<file path="src/rtl/seq_scan_pkg.sv">
// Shared types and helpers for the sequence scan controller.
// Holds the FSM state encoding and the pattern-length counter width derivation.
package seq_scan_pkg;

  typedef enum logic [1:0] {
    IDLE = 2'd0,
    RUN  = 2'd1,
    DONE = 2'd2
  } state_e;

  localparam int DEF_MAX_LEN = 8;

  // Width that can hold every length 0..max_len.
  function automatic int len_w(input int max_len);
    return $clog2(max_len + 1);
  endfunction

endpackage

</file>
<file path="src/rtl/seq_scan_ctrl_if.sv">
// Configuration, stream and status bundle of seq_scan_ctrl.
// The master drives configuration and stream; the slave is the controller.
interface seq_scan_ctrl_if
  import seq_scan_pkg::*;
#(
  parameter int MAX_LEN = DEF_MAX_LEN,
  parameter int WIN_W   = 16,
  parameter int CNT_W   = 8,
  parameter int LEN_W   = len_w(MAX_LEN)
);
  logic               cfg_valid;
  logic               cfg_ready;
  logic [MAX_LEN-1:0] cfg_pattern;
  logic [LEN_W-1:0]   cfg_len;
  logic               cfg_overlap;
  logic [WIN_W-1:0]   cfg_window;
  logic               cfg_err;
  logic               start;
  logic               abort;
  logic               x_valid;
  logic               x;
  logic               match;
  logic [CNT_W-1:0]   match_count;
  logic               busy;
  logic               done;

  modport master (
    output cfg_valid, cfg_pattern, cfg_len, cfg_overlap, cfg_window,
    output start, abort, x_valid, x,
    input  cfg_ready, cfg_err, match, match_count, busy, done
  );

  modport slave (
    input  cfg_valid, cfg_pattern, cfg_len, cfg_overlap, cfg_window,
    input  start, abort, x_valid, x,
    output cfg_ready, cfg_err, match, match_count, busy, done
  );

endinterface

</file>
<file path="src/rtl/seq_match_core.sv">
// Shift-register pattern matcher: history, fill counter and length-masked compare.
// hit is combinational on the post-shift history, valid only while shift_en is high.
module seq_match_core
  import seq_scan_pkg::*;
#(
  parameter int MAX_LEN = DEF_MAX_LEN,
  parameter int LEN_W   = len_w(MAX_LEN)
) (
  input  logic               clk,
  input  logic               rst,
  input  logic               clr,
  input  logic               shift_en,
  input  logic               x,
  input  logic [LEN_W-1:0]   len,
  input  logic [MAX_LEN-1:0] pattern,
  input  logic               overlap,
  output logic               hit
);

  logic [MAX_LEN-1:0] r_hist;
  logic [LEN_W-1:0]   r_fill;
  logic [MAX_LEN-1:0] w_hist_next;
  logic [MAX_LEN-1:0] w_mask;
  logic [LEN_W-1:0]   w_fill_next;

  assign w_hist_next = {r_hist[MAX_LEN-2:0], x};
  assign w_fill_next = (r_fill >= len) ? len : r_fill + LEN_W'(1);
  // Shifting all-ones left by len leaves exactly the unused upper bits set.
  assign w_mask      = ~({MAX_LEN{1'b1}} << len);

  assign hit = shift_en && (len != '0) && (w_fill_next >= len) &&
               (((w_hist_next ^ pattern) & w_mask) == '0);

  // NOTE: sequential state uses <= so every register samples pre-edge values.
  always_ff @(posedge clk or posedge rst) begin
    if (rst) begin
      r_hist <= '0;
      r_fill <= '0;
    end else if (clr) begin
      r_hist <= '0;
      r_fill <= '0;
    end else if (shift_en) begin
      r_hist <= w_hist_next;
      r_fill <= (hit && !overlap) ? '0 : w_fill_next;
    end
  end

endmodule

</file>
<file path="src/rtl/seq_scan_ctrl.sv">
// Run controller: captures a pattern config, scans a window of valid bits,
// pulses match per hit, keeps a saturating hit count and signals done.
module seq_scan_ctrl
  import seq_scan_pkg::*;
#(
  parameter int MAX_LEN = DEF_MAX_LEN,
  parameter int WIN_W   = 16,
  parameter int CNT_W   = 8
) (
  input logic             clk,
  input logic             rst,
  seq_scan_ctrl_if.slave  bus
);

  localparam int LEN_W = len_w(MAX_LEN);

  state_e             r_state;
  state_e             w_state_next;
  logic [MAX_LEN-1:0] r_pattern;
  logic [LEN_W-1:0]   r_len;
  logic               r_overlap;
  logic [WIN_W-1:0]   r_window;
  logic [WIN_W-1:0]   r_rem;
  logic               r_match;
  logic               r_cfg_err;
  logic [CNT_W-1:0]   r_count;

  logic               w_idle;
  logic               w_cfg_legal;
  logic               w_start;
  logic               w_accept;
  logic               w_last;
  logic               w_hit;
  logic [WIN_W-1:0]   w_start_window;

  assign w_idle         = (r_state == IDLE);
  assign w_cfg_legal    = bus.cfg_valid && (bus.cfg_len != '0) &&
                          (bus.cfg_len <= LEN_W'(MAX_LEN));
  assign w_start        = w_idle && bus.start;
  // A legal config offered with start takes effect for that same run.
  assign w_start_window = w_cfg_legal ? bus.cfg_window : r_window;
  assign w_accept       = (r_state == RUN) && bus.x_valid && !bus.abort;
  assign w_last         = w_accept && (r_rem == WIN_W'(1));

  seq_match_core #(
    .MAX_LEN (MAX_LEN),
    .LEN_W   (LEN_W)
  ) u_core (
    .clk      (clk),
    .rst      (rst),
    .clr      (w_start),
    .shift_en (w_accept),
    .x        (bus.x),
    .len      (r_len),
    .pattern  (r_pattern),
    .overlap  (r_overlap),
    .hit      (w_hit)
  );

  always_ff @(posedge clk or posedge rst) begin
    if (rst) r_state <= IDLE;
    else     r_state <= w_state_next;
  end

  // NOTE: default assignment first so no path through the case infers a latch.
  always_comb begin
    w_state_next = r_state;
    case (r_state)
      IDLE: if (bus.start) w_state_next = (w_start_window == '0) ? DONE : RUN;
      RUN: begin
        if (bus.abort)   w_state_next = IDLE;
        else if (w_last) w_state_next = DONE;
      end
      DONE:    w_state_next = IDLE;
      default: w_state_next = IDLE;
    endcase
  end

  always_comb begin
    bus.cfg_ready   = (r_state == IDLE);
    bus.busy        = (r_state == RUN);
    bus.done        = (r_state == DONE) && !bus.abort;
    bus.match       = r_match;
    bus.match_count = r_count;
    bus.cfg_err     = r_cfg_err;
  end

  always_ff @(posedge clk or posedge rst) begin
    if (rst) begin
      r_pattern <= '0;
      r_len     <= '0;
      r_overlap <= 1'b0;
      r_window  <= '0;
      r_rem     <= '0;
      r_match   <= 1'b0;
      r_cfg_err <= 1'b0;
      r_count   <= '0;
    end else begin
      r_cfg_err <= w_idle && bus.cfg_valid && !w_cfg_legal;
      r_match   <= w_hit;
      if (w_idle && w_cfg_legal) begin
        r_pattern <= bus.cfg_pattern;
        r_len     <= bus.cfg_len;
        r_overlap <= bus.cfg_overlap;
        r_window  <= bus.cfg_window;
      end
      if (w_start)       r_rem <= w_start_window;
      else if (w_accept) r_rem <= r_rem - WIN_W'(1);
      if (w_start)                     r_count <= '0;
      else if (w_hit && r_count != '1) r_count <= r_count + CNT_W'(1);
    end
  end

endmodule

</file>
<file path="src/flat_wrapper.sv">
// flat-port wrapper written by rule: the top's interface ports become plain ports
module seq_scan_ctrl_flat import seq_scan_pkg::*;
#(
  parameter int MAX_LEN = DEF_MAX_LEN,
  parameter int WIN_W   = 16,
  parameter int CNT_W   = 8
)
  (clk, rst, bus_cfg_valid, bus_cfg_pattern, bus_cfg_len, bus_cfg_overlap, bus_cfg_window, bus_start, bus_abort, bus_x_valid, bus_x, bus_cfg_ready, bus_cfg_err, bus_match, bus_match_count, bus_busy, bus_done);
  seq_scan_ctrl_if #(.MAX_LEN(MAX_LEN), .WIN_W(WIN_W), .CNT_W(CNT_W)) bus_i ();
  input logic clk;
  input logic rst;
  input wire logic [$bits(bus_i.cfg_valid)-1:0] bus_cfg_valid;
  input wire logic [$bits(bus_i.cfg_pattern)-1:0] bus_cfg_pattern;
  input wire logic [$bits(bus_i.cfg_len)-1:0] bus_cfg_len;
  input wire logic [$bits(bus_i.cfg_overlap)-1:0] bus_cfg_overlap;
  input wire logic [$bits(bus_i.cfg_window)-1:0] bus_cfg_window;
  input wire logic [$bits(bus_i.start)-1:0] bus_start;
  input wire logic [$bits(bus_i.abort)-1:0] bus_abort;
  input wire logic [$bits(bus_i.x_valid)-1:0] bus_x_valid;
  input wire logic [$bits(bus_i.x)-1:0] bus_x;
  output wire logic [$bits(bus_i.cfg_ready)-1:0] bus_cfg_ready;
  output wire logic [$bits(bus_i.cfg_err)-1:0] bus_cfg_err;
  output wire logic [$bits(bus_i.match)-1:0] bus_match;
  output wire logic [$bits(bus_i.match_count)-1:0] bus_match_count;
  output wire logic [$bits(bus_i.busy)-1:0] bus_busy;
  output wire logic [$bits(bus_i.done)-1:0] bus_done;
  assign bus_i.cfg_valid = bus_cfg_valid;
  assign bus_i.cfg_pattern = bus_cfg_pattern;
  assign bus_i.cfg_len = bus_cfg_len;
  assign bus_i.cfg_overlap = bus_cfg_overlap;
  assign bus_i.cfg_window = bus_cfg_window;
  assign bus_i.start = bus_start;
  assign bus_i.abort = bus_abort;
  assign bus_i.x_valid = bus_x_valid;
  assign bus_i.x = bus_x;
  assign bus_cfg_ready = bus_i.cfg_ready;
  assign bus_cfg_err = bus_i.cfg_err;
  assign bus_match = bus_i.match;
  assign bus_match_count = bus_i.match_count;
  assign bus_busy = bus_i.busy;
  assign bus_done = bus_i.done;
  seq_scan_ctrl #(.MAX_LEN(MAX_LEN), .WIN_W(WIN_W), .CNT_W(CNT_W)) u_core (.clk(clk), .rst(rst), .bus(bus_i));
endmodule
</file>
<file path="config.mk">
export PLATFORM = sky130hd
export DESIGN_NAME = seq_scan_ctrl_flat
export DESIGN_NICKNAME = d
export VERILOG_FILES = /design/src/rtl/seq_scan_pkg.sv /design/src/rtl/seq_scan_ctrl_if.sv /design/src/rtl/seq_match_core.sv /design/src/rtl/seq_scan_ctrl.sv /design/src/flat_wrapper.sv
export SDC_FILE = /design/constraint.sdc
export NUM_CORES = 1
export LEC_CHECK = 0
export CELL_PAD_IN_SITES_DETAIL_PLACEMENT = 1
export CELL_PAD_IN_SITES_GLOBAL_PLACEMENT = 2
export CORE_AREA = 2 2 92 94
export CTS_BUF_LIST = sky130_fd_sc_hd__clkbuf_2
export CTS_CLUSTER_SIZE = 25
export DETAILED_ROUTE_END_ITERATION = 10
export DIE_AREA = 0 0 94 96
export DONT_BUFFER_PORTS = 1
export PLACE_DENSITY_LB_ADDON = 0.1
export SYNTH_ARGS = -nofsm -noshare
export SYNTH_HDL_FRONTEND = slang
export SYNTH_SLANG_ARGS = --single-unit
</file>
<file path="constraint.sdc">
create_clock -name clk -period 9.6 [get_ports clk]
set_input_delay 1.44 -clock clk [delete_from_list [all_inputs] [get_ports clk]]
set_output_delay 1.44 -clock clk [all_outputs]
set_load 0.02 [all_outputs]
</file>
# ---- Yosys cells after proc, flatten, opt, wreduce, memory -nomap -nowiden
# Cells that the tools add are included.
dict set report word_totals {
  word_cells 69
  inputBits 36
  register_bits 68
  out_inout_bits 13
}
dict set report classes {
  n_lt_le_gt_ge 3
  bitwise_logic 3
  mux 16
  n_eq_ne 6
  shift 1
  addsub 3
  reduce_logical 26
}
# operator n
set op_table {}
lappend op_table {{16-bit two-way mux} 3}
lappend op_table {{16-bit by 1-bit equality test with 1-bit output, second input constant} 1}
lappend op_table {{16-bit logical NOT} 1}
lappend op_table {{4-bit two-way mux} 4}
lappend op_table {{8-bit two-way mux} 2}
lappend op_table {{16-bit by 1-bit subtractor with 16-bit output, second input constant} 1}
lappend op_table {{1-bit logical AND} 15}
lappend op_table {{7-bit two-way mux} 2}
lappend op_table {{8-bit by 1-bit adder with 8-bit output, second input constant} 1}
lappend op_table {{8-bit AND} 1}
lappend op_table {{4-bit >= comparator} 2}
lappend op_table {{8-bit logical NOT} 1}
lappend op_table {{2-bit two-way mux} 4}
lappend op_table {{8-bit inequality test, second input constant} 1}
lappend op_table {{8-bit NOT} 1}
lappend op_table {{4-bit nonzero test} 2}
lappend op_table {{8-bit by 4-bit << shifter with 8-bit output, first input constant} 1}
lappend op_table {{8-bit XOR} 1}
lappend op_table {{4-bit by 1-bit adder with 4-bit output, second input constant} 1}
lappend op_table {{4-bit <= comparator, second input constant} 1}
lappend op_table {{2-bit one-hot mux with 2 select lines} 1}
lappend op_table {{2-bit nonzero test} 2}
lappend op_table {{1-bit logical NOT} 3}
lappend op_table {{3-bit by 2-bit inequality test with 1-bit output, second input constant} 1}
lappend op_table {{other kinds (5)} 5}

# ---- Longest topological paths before layout
dict set report depth {
  word_depth 10
  mapped_depth 15
  mapped_depth_nobuf 15
}

# ---- Modules after synthesis
# From an unflattened synthesis, not the netlist that was laid out.
dict set report unflattened {
  cells_unflattened 354
  hier_area_um2 3947.5
}
# module area_each_um2 cells_per_inst seq_area_each_um2 instances
set modules_own_cells {}
lappend modules_own_cells {seq_scan_ctrl 2915.3 242 1426.4 1}
lappend modules_own_cells {seq_match_core 1032.2 112 275.3 1}

# ---- Worst setup path after synthesis
# No wires, ideal clock.
dict set report synth_path {
  path_type {input to output}
  startpoint {input bus_abort}
  endpoint {output bus_done}
  stages 1
  path_slack_ns 6.202
  t_arrival_ns 1.958
  path_buffers 0
  required_ns 8.160
  cell_sequence {nor3b_1}
}
dict set report synth_via {
  elab_chain_cells 2
}
# item line_no
set synth_lines {}
lappend synth_lines {{start: declaration} flat_wrapper.sv:18} ;# input wire logic [$bits(bus_i.abort)-1:0] bus_abort;
lappend synth_lines {{1-bit logical NOT} seq_scan_ctrl.sv:82} ;# bus.done = (r_state == DONE) && !bus.abort;
lappend synth_lines {{1-bit logical AND} seq_scan_ctrl.sv:82}
lappend synth_lines {{end: declaration} flat_wrapper.sv:26} ;# output wire logic [$bits(bus_i.done)-1:0] bus_done;
# No other way between the ends.

# ---- Worst setup path after layout
dict set report layout_path {
  startpoint {register u_core.u_core.r_fill[0]}
  endpoint {register u_core.r_count[5] (netlist: u_core.bus.match_count[5])}
}
dict set report layout_via {
  elab_chain_cells 7
  elab_cells_between_ends 8
  cone_classes {add/sub (1); order compare (2); mux (1); reduce/logical (4)}
}
# item line_no
set layout_lines {}
lappend layout_lines {{start: declaration} seq_match_core.sv:21} ;# logic [LEN_W-1:0] r_fill;
lappend layout_lines {{start signal: assignment} seq_match_core.sv:44} ;# r_fill <= (hit && !overlap) ? '0 : w_fill_next;
lappend layout_lines {{4-bit by 1-bit adder with 4-bit output or 4-bit >= comparator (tied branches)} seq_match_core.sv:27} ;# assign w_fill_next = (r_fill >= len) ? len : r_fill + LEN_W'(1);
lappend layout_lines {{4-bit two-way mux *} seq_match_core.sv:27}
lappend layout_lines {{4-bit >= comparator *} seq_match_core.sv:31} ;# assign hit = shift_en && (len != '0) && (w_fill_next >= len) &&
lappend layout_lines {{1-bit logical AND * (2 in a row)} seq_match_core.sv:31}
lappend layout_lines {{1-bit logical AND *} seq_scan_ctrl.sv:110} ;# else if (w_hit && r_count != '1) r_count <= r_count + CNT_W'(1);
lappend layout_lines {{2-bit nonzero test (no source line) *} --}
lappend layout_lines {{end signal: assignment} seq_scan_ctrl.sv:110}
lappend layout_lines {{end: declaration} seq_scan_ctrl.sv:26} ;# logic [CNT_W-1:0] r_count;
# Every way passes the cells marked *; elsewhere a longest branch is shown, timed or not.
# A chain may end at the register's enable or synchronous reset.

==> impl_results.rst <==
.. list-table::
   :header-rows: 1

   * - Metric
     - Value
   * - Outcome
     - completed
   * - Startpoint of the most critical hold path
     - u_core.r_rem[14]
   * - Worst Path Required
     - 10.02 ns
   * - Hold Violations, Final
     - 0
   * - Class of the most critical hold timing path
     - reg2reg
   * - Commonest register cell after synthesis
     - sky130_fd_sc_hd__dfrtp_1
   * - Reg2Reg Depth
     - 12
   * - CTS Hold Bufs
     - 0
   * - Worst Setup End Kind
     - register
   * - N_diodes
     - 0
   * - Global-route wire length before repair
     - 14100 um
   * - Global Route met3 Usage
     - 0.0352
   * - Final Wtd Congestion
     - 0.790
   * - Maximum number of pins on one net before global-route repair
     - 69
   * - Number of antenna violations at the first check in global routing
     - 0
   * - CTS tree
     - yes
   * - Peak fanout along the critical path
     - 15
   * - Met1 usage
     - 0.294
   * - Final global-route overflow total
     - 0
   * - Share of the synthesized area in the top cell type
     - 0.470
   * - Post-synthesis cell count
     - 338
   * - Number of vias in the routed layout
     - 2610
   * - Static Leak
     - 1.64 nW
   * - HPWL after detailed placement
     - 6200 um
   * - Mapped cell area
     - 3620 um^2
   * - Total GRT Usage
     - 0.204
   * - Post-synth top area cell
     - sky130_fd_sc_hd__dfrtp_1
   * - Nets@finish
     - 386
   * - Instance count along the most critical hold path
     - 1
   * - Cell type of the slowest stage on the worst timing path
     - sky130_fd_sc_hd__or4_1
   * - Count of antenna-violating nets left after detailed routing
     - 0
   * - Starting Density
     - 0.450
   * - Final-layout setup total negative slack
     - 0 ns
   * - Count of final max-slew check failures
     - 0
   * - Max-cap violations
     - 0
   * - Final period demand of the worst path
     - 3.94 ns
   * - P&R area growth vs syn
     - 6.15%
   * - Post-CTS resize count
     - 0
   * - Number of synthesis warnings
     - 0
   * - Share of layout cells above drive strength 1
     - 0.169
   * - CTS sink cnt
     - 68
   * - Delay of the slowest cell on the worst path
     - 0.67 ns
   * - Crit path max-delay family
     - simple AND/OR/NAND/NOR gates
   * - Start of the worst register-to-register path
     - u_core.u_core.r_fill[0]
   * - First-pass iteration count of the detailed router
     - 4
   * - Number of buffers created by CTS
     - 9
   * - Maximum buffer depth of the clock tree
     - 2
   * - Buffers and inverters on the worst path
     - 1
   * - Routed wirelength normalized by instance count
     - 19.0 um
   * - Hold slack final
     - 0.518 ns
   * - Worst-margin pin slew
     - 1.07 ns
   * - Dominant cells by area after synthesis
     - sky130_fd_sc_hd__dfrtp_1 (47%), sky130_fd_sc_hd__mux2_2 (11%), sky130_fd_sc_hd__ha_1 (4.1%)
   * - Path type of the worst setup path
     - reg2reg
   * - Die Wd
     - 94 um
   * - Met2 track demand over resource
     - 0.313
   * - Post-synthesis sequential element count
     - 68
   * - # DRC
     - 0
   * - Netlist cell types
     - 50
   * - Peak clock frequency supported by timing
     - 0.254 GHz
   * - Average size of a mapped cell
     - 10.7 um^2
   * - Worst-case vdd ir drop
     - 0.0990 mV
   * - Routed wire length
     - 8530 um
   * - FP Rows
     - 33
   * - Die area
     - 9020 um^2
   * - Setup violators final
     - 0
   * - Total power divided by cell area
     - 222 nW/um^2
   * - Worst max-slew margin expressed relative to the limit
     - 0.287
   * - Initial DRC count
     - 94
   * - Clock edge transition at the registers on the reported setup and hold paths
     - 0.21 ns
   * - Startpoint type of the worst setup path
     - register
   * - Highest-utilization routing layer at the global route stage
     - met2
   * - Number of I/O pins
     - 49
   * - Clock root buffer
     - sky130_fd_sc_hd__clkbuf_2
   * - Die Y
     - 96 um
   * - Core outline area
     - 8050 um^2
   * - Seq/Total Area, Yosys
     - 0.470
   * - Via-per-instance ratio
     - 5.83
   * - Source-to-sink clock delay at the later pin of the worst-skew pair
     - 0.49 ns
   * - H-tree level count
     - 3
   * - Arrival time at the worst endpoint
     - 4.36 ns
   * - Hold worst-path end
     - u_core.r_rem[15]
   * - RSZ-0062 raised after global routing
     - false
   * - Buffers on Ports
     - 0
   * - Number of enable flip-flop cells after synthesis
     - 0
   * - Final worst path period share
     - 0.411
   * - R2R Path End
     - u_core.bus.match_count[5]
   * - Number of global-route vias before repair
     - 2800
   * - Setup repair bufs after CTS
     - 0
   * - Net count after synthesis
     - 386
   * - Critical Path, Cell by Cell
     - inv_1 -> ha_1 -> nand2b_1 -> a21oi_1 -> o21ai_1 -> mux2_2 -> ha_1 -> a2111oi_0 -> a2111oi_1 -> nand4_1 -> or4_1 -> a21oi_1
   * - R2R Setup Slk
     - 5.66 ns
   * - Fraction of registers with async set or reset after synthesis
     - 1.00
   * - Clock skew after layout
     - 0.0253 ns
==> cells by family (layout without fill, tap and decap cells) <==
group,Yosys count,after routing,synth area share
XOR/XNOR,16,16,0.0387
multiplexers,48,48,0.144
adder cells (fa/ha/maj),12,12,0.0415
flip-flops,68,68,0.470
buffers and inverters,25,30,0.0283
AO/OA/AOI/OAI,73,73,0.138
AND/OR/NAND/NOR,96,96,0.139
==> how the worst max path moves through the flow <==
stage                                 start                        end  slack, ns  cells past startpoint
global placement            u_core.r_len[0]  u_core.bus.match_count[7]       5.86                     11
global route                u_core.r_len[3]  u_core.bus.match_count[5]       5.33                     11
floorplan                         bus_abort                   bus_done       6.20                      1
CTS                 u_core.u_core.r_fill[0]  u_core.bus.match_count[3]       5.58                     12
detailed placement          u_core.r_len[3]  u_core.bus.match_count[3]       5.61                     11
finish              u_core.u_core.r_fill[0]  u_core.bus.match_count[5]       5.66                     12
==> routing by layer <==
metal  wire length [um]  up-vias
met1               4280     1280
met4                 98        0
met2               3790       52
met5                  0        -
li1                   -     1271
met3                355        7
==> area by class of cell <==
type | instances | area (um^2)
multi-input combinational | 245 | 1830
inverter | 11 | 41.3
fill | 911 | 4210
timing repair buffer | 3 | 22.5
clock buffer | 10 | 50.0
tap | 105 | 131
sequential | 68 | 1700
clock inverter | 6 | 65.1
==> worst reg2reg max path: stages (launching register included) <==
cell and delay [ns]:
sky130_fd_sc_hd__dfrtp_1 0.46, sky130_fd_sc_hd__inv_1 0.06, sky130_fd_sc_hd__ha_1 0.27, sky130_fd_sc_hd__nand2b_1 0.09, sky130_fd_sc_hd__a21oi_1 0.06, sky130_fd_sc_hd__o21ai_1 0.39
sky130_fd_sc_hd__mux2_2 0.41, sky130_fd_sc_hd__ha_1 0.27, sky130_fd_sc_hd__a2111oi_0 0.08, sky130_fd_sc_hd__a2111oi_1 0.40, sky130_fd_sc_hd__nand4_1 0.55, sky130_fd_sc_hd__or4_1 0.67
sky130_fd_sc_hd__a21oi_1 0.16
==> report_power, final <==
group          internal (mW)  switching [mW]
combinational          0.123           0.135
clock                 0.0603           0.108
sequential             0.356          0.0689
==> per-stage QoR <==
step | util | instances | setup slack (ns) | instance area [um^2] | total power [mW]
after floorplan | - | 338 | 6.20 | 3620 | 0.619
after global placement | 0.463 | 432 | 5.86 | 3730 | 0.685
after detailed placement | 0.463 | 432 | 5.61 | 3730 | 0.692
after CTS | 0.477 | 448 | 5.58 | 3840 | 0.862
after global routing | 0.477 | 448 | 5.33 | 3840 | 0.921
final | 0.477 | 448 | 5.66 | 3840 | 0.852
==> cell usage after synthesis, drive strengths merged (2+ instances only) <==
master   number
o21ai        14
o31ai         4
dfrtp        68
nor4         11
and3          2
mux2         34
a22o          7
nor3          5
xnor2         7
a21oi        20
xor2          9
o221ai        4
nor3b         3
clkbuf        8
ha           12
nand2b        3
o21a          2
a32o          4
or4           5
o211ai        4
a31oi         3
nand3        12
o311ai        2
a2111oi       2
mux2i        14
or3           2
nand2        17
buf           6
nand4         5
inv          11
nor2         24
o41ai         2
==> sequential cells by signal (all words and copies together) (netlist names) <==
name	cells
u_core.u_core.r_fill	4
u_core.r_rem	16
u_core.u_core.r_hist	7
u_core.r_window	16
u_core.r_overlap	1
u_core.r_pattern	8
u_core.bus.cfg_err	1
u_core.r_len	4
u_core.bus.match_count	8
u_core.r_state	2
u_core.bus.match	1
==> layout by cell type, fill, tap and decap left out, drive strengths merged, types with 3 or more instances in the layout <==
cell	n
o21ai	14
xnor2	7
or4	5
nor4	11
a21oi	20
o211ai	4
a22o	7
xor2	9
nand2b	3
ha	12
buf	3
mux2i	14
a32o	4
clkbuf	10
nand3	12
inv	11
mux2	34
o31ai	4
dfrtp	68
nand2	17
clkinvlp	4
a31oi	3
nor2	24
nand4	5
nor3	5
o221ai	4
nor3b	3
Power figures use the tool's default switching activity.
==> variant: new RTL, same settings <==
Encoding of `state_e`: now one-hot (3 bits for 3 states).
--- a/src/rtl/seq_scan_pkg.sv
+++ b/src/rtl/seq_scan_pkg.sv
@@ -3,8 +3,8 @@
 package seq_scan_pkg;
 
-  typedef enum logic [1:0] {
-    IDLE = 2'd0,
-    RUN  = 2'd1,
-    DONE = 2'd2
+  typedef enum logic [2:0] {
+    IDLE = 3'b001,
+    RUN  = 3'b010,
+    DONE = 3'b100
   } state_e;
 
Check against the original RTL: same outputs for any inputs over 4 cycles, from zero or initial values and one cycle with rst high; so few cycles prove little.
==> variant against the unedited design <==
- total power increased by 17%
- setup slack better by 280 ps
- design area up 0.23%
- routed wire length is 1.6% lower
- area after synthesis rose by 2.2%
- synthesized cell count is 2.1% higher
- clock power down 25%
- highest routed layer unchanged
- first-iteration DRC count increased by 13%
- sequential cell count is 1 higher
==> variant: results <==
placed_design:
  pre_cts_ws_ps: 5880
  io_buffers: 0
  dp_hpwl_um: 6020
  dp_cells: 440
  placed_area_sq_mm: 0.00379
  gp_congestion: 0.790
routing:
  met2_wirelength_um: 3590
  drtIter0Drc: 106
  met3WireLength_um: 439
  vias: 2636
  dr.pass1.iters: 4
  met1_length_um: 4230
  finalWirelength_um: 8390
  top_layer: "met4"
critical_path:
  crit_slowest_cell: "nor4b_1"
  critical_path.max_stage_delay_ps: 780
  path_delay_family: "simple AND/OR/NAND/NOR gates"
  critical_path_peak_fanout: 2
  crit_arrival_ps: 2220
global_route:
  met2_usage_pct: 30.0
  first_global_vias: 2785
  use_met3_pct: 5.40
  grt_pass1_wl_um: 13800
  grt_max_degree: 70
  antenna_found_initial: 0
  track_usage_pct: 20.1
  use_met1_pct: 28.1
layout:
  largestRegisters: "u_core.r_rem (16), u_core.r_window (16)"
  antenna_cells: 0
  drive_above_1_share_pct: 16.1
  finalNonFillerCells: 453
yosys:
  synth.net_count: 393
  syn_area_per_cell_sq_um: 10.7
  synthMuxAreaShare_pct: 15.1
  synth_top_area_share_pct: 46.0
  synth_top_cells_by_count: "dfrtp_1, mux2_2, nor2_1"
  synth_area_leaders: "dfrtp_1, mux2_2, ha_1, xnor2_1, mux2i_1"
  synthAdderAreaFrac_pct: 4.06
  synth-compound-area-share_pct: 10.9
  synth_cell_type_count: 45
  synthArstFlopShare_pct: 100
  synthXorXnorAreaFrac_pct: 4.97
  ys_seq_area_share_pct: 46.7
outcome:
  status: "finished, final reports clean"
timing:
  setup_ws_ps: 5940
  fin_skew_ps: 27.2
  max_slew_margin_pct: 24.1
clock_tree:
  clkTransAtPathRegs_ps: 180
  cts-htree-levels: 3
  cts.path.max_buffers: 2
  cts_root_buffer: "clkbuf_2"
  cts_resized: 0
  insertion_delay_ps: 510
pwr:
  power_mw: 0.997
  p_leak_nw: 1.61
  pwr-share-clk_pct: 12.8
  ir_drop_v: 0.0000869
  seq-power_mw: 0.492
  internal-power_mw: 0.605
[variant: layout make-up]
cell class                 count  area, sq um
tap                          105          131
fill                         914         4200
multi-input combinational    251         1860
timing repair buffer           2         15.0
sequential                    69         1730
clock buffer                   9         45.0
inverter                      13         48.8
clock inverter                 4         18.8
[variant: final timing paths]
path | from | to | slack [ps] | cells past startpoint
setup / recovery | bus_abort | bus_done | 5940 | 1
hold / removal | u_core.r_rem[15] | u_core.r_rem[15] | 520 | 1
setup reg to reg | u_core.r_len[3] | u_core.bus.match_count[5] | 5960 | 11
hold reg to reg | u_core.r_rem[15] | u_core.r_rem[15] | 520 | 1
max in group asynchronous | rst | u_core.r_rem[14] | 7960 | 2
min in group asynchronous | rst | u_core.r_rem[12] | 1050 | 2
[variant: worst register-to-register path: stages, from the launching register on]
cell and delay (ps):
dfrtp_1 490, inv_1 160, ha_1 320, nand2_1 50, o21ai_1 360, mux2_2 400, ha_1 270, o21ai_0 80
a221oi_1 310, nand3_1 430, or4_1 600, o21ai_0 80
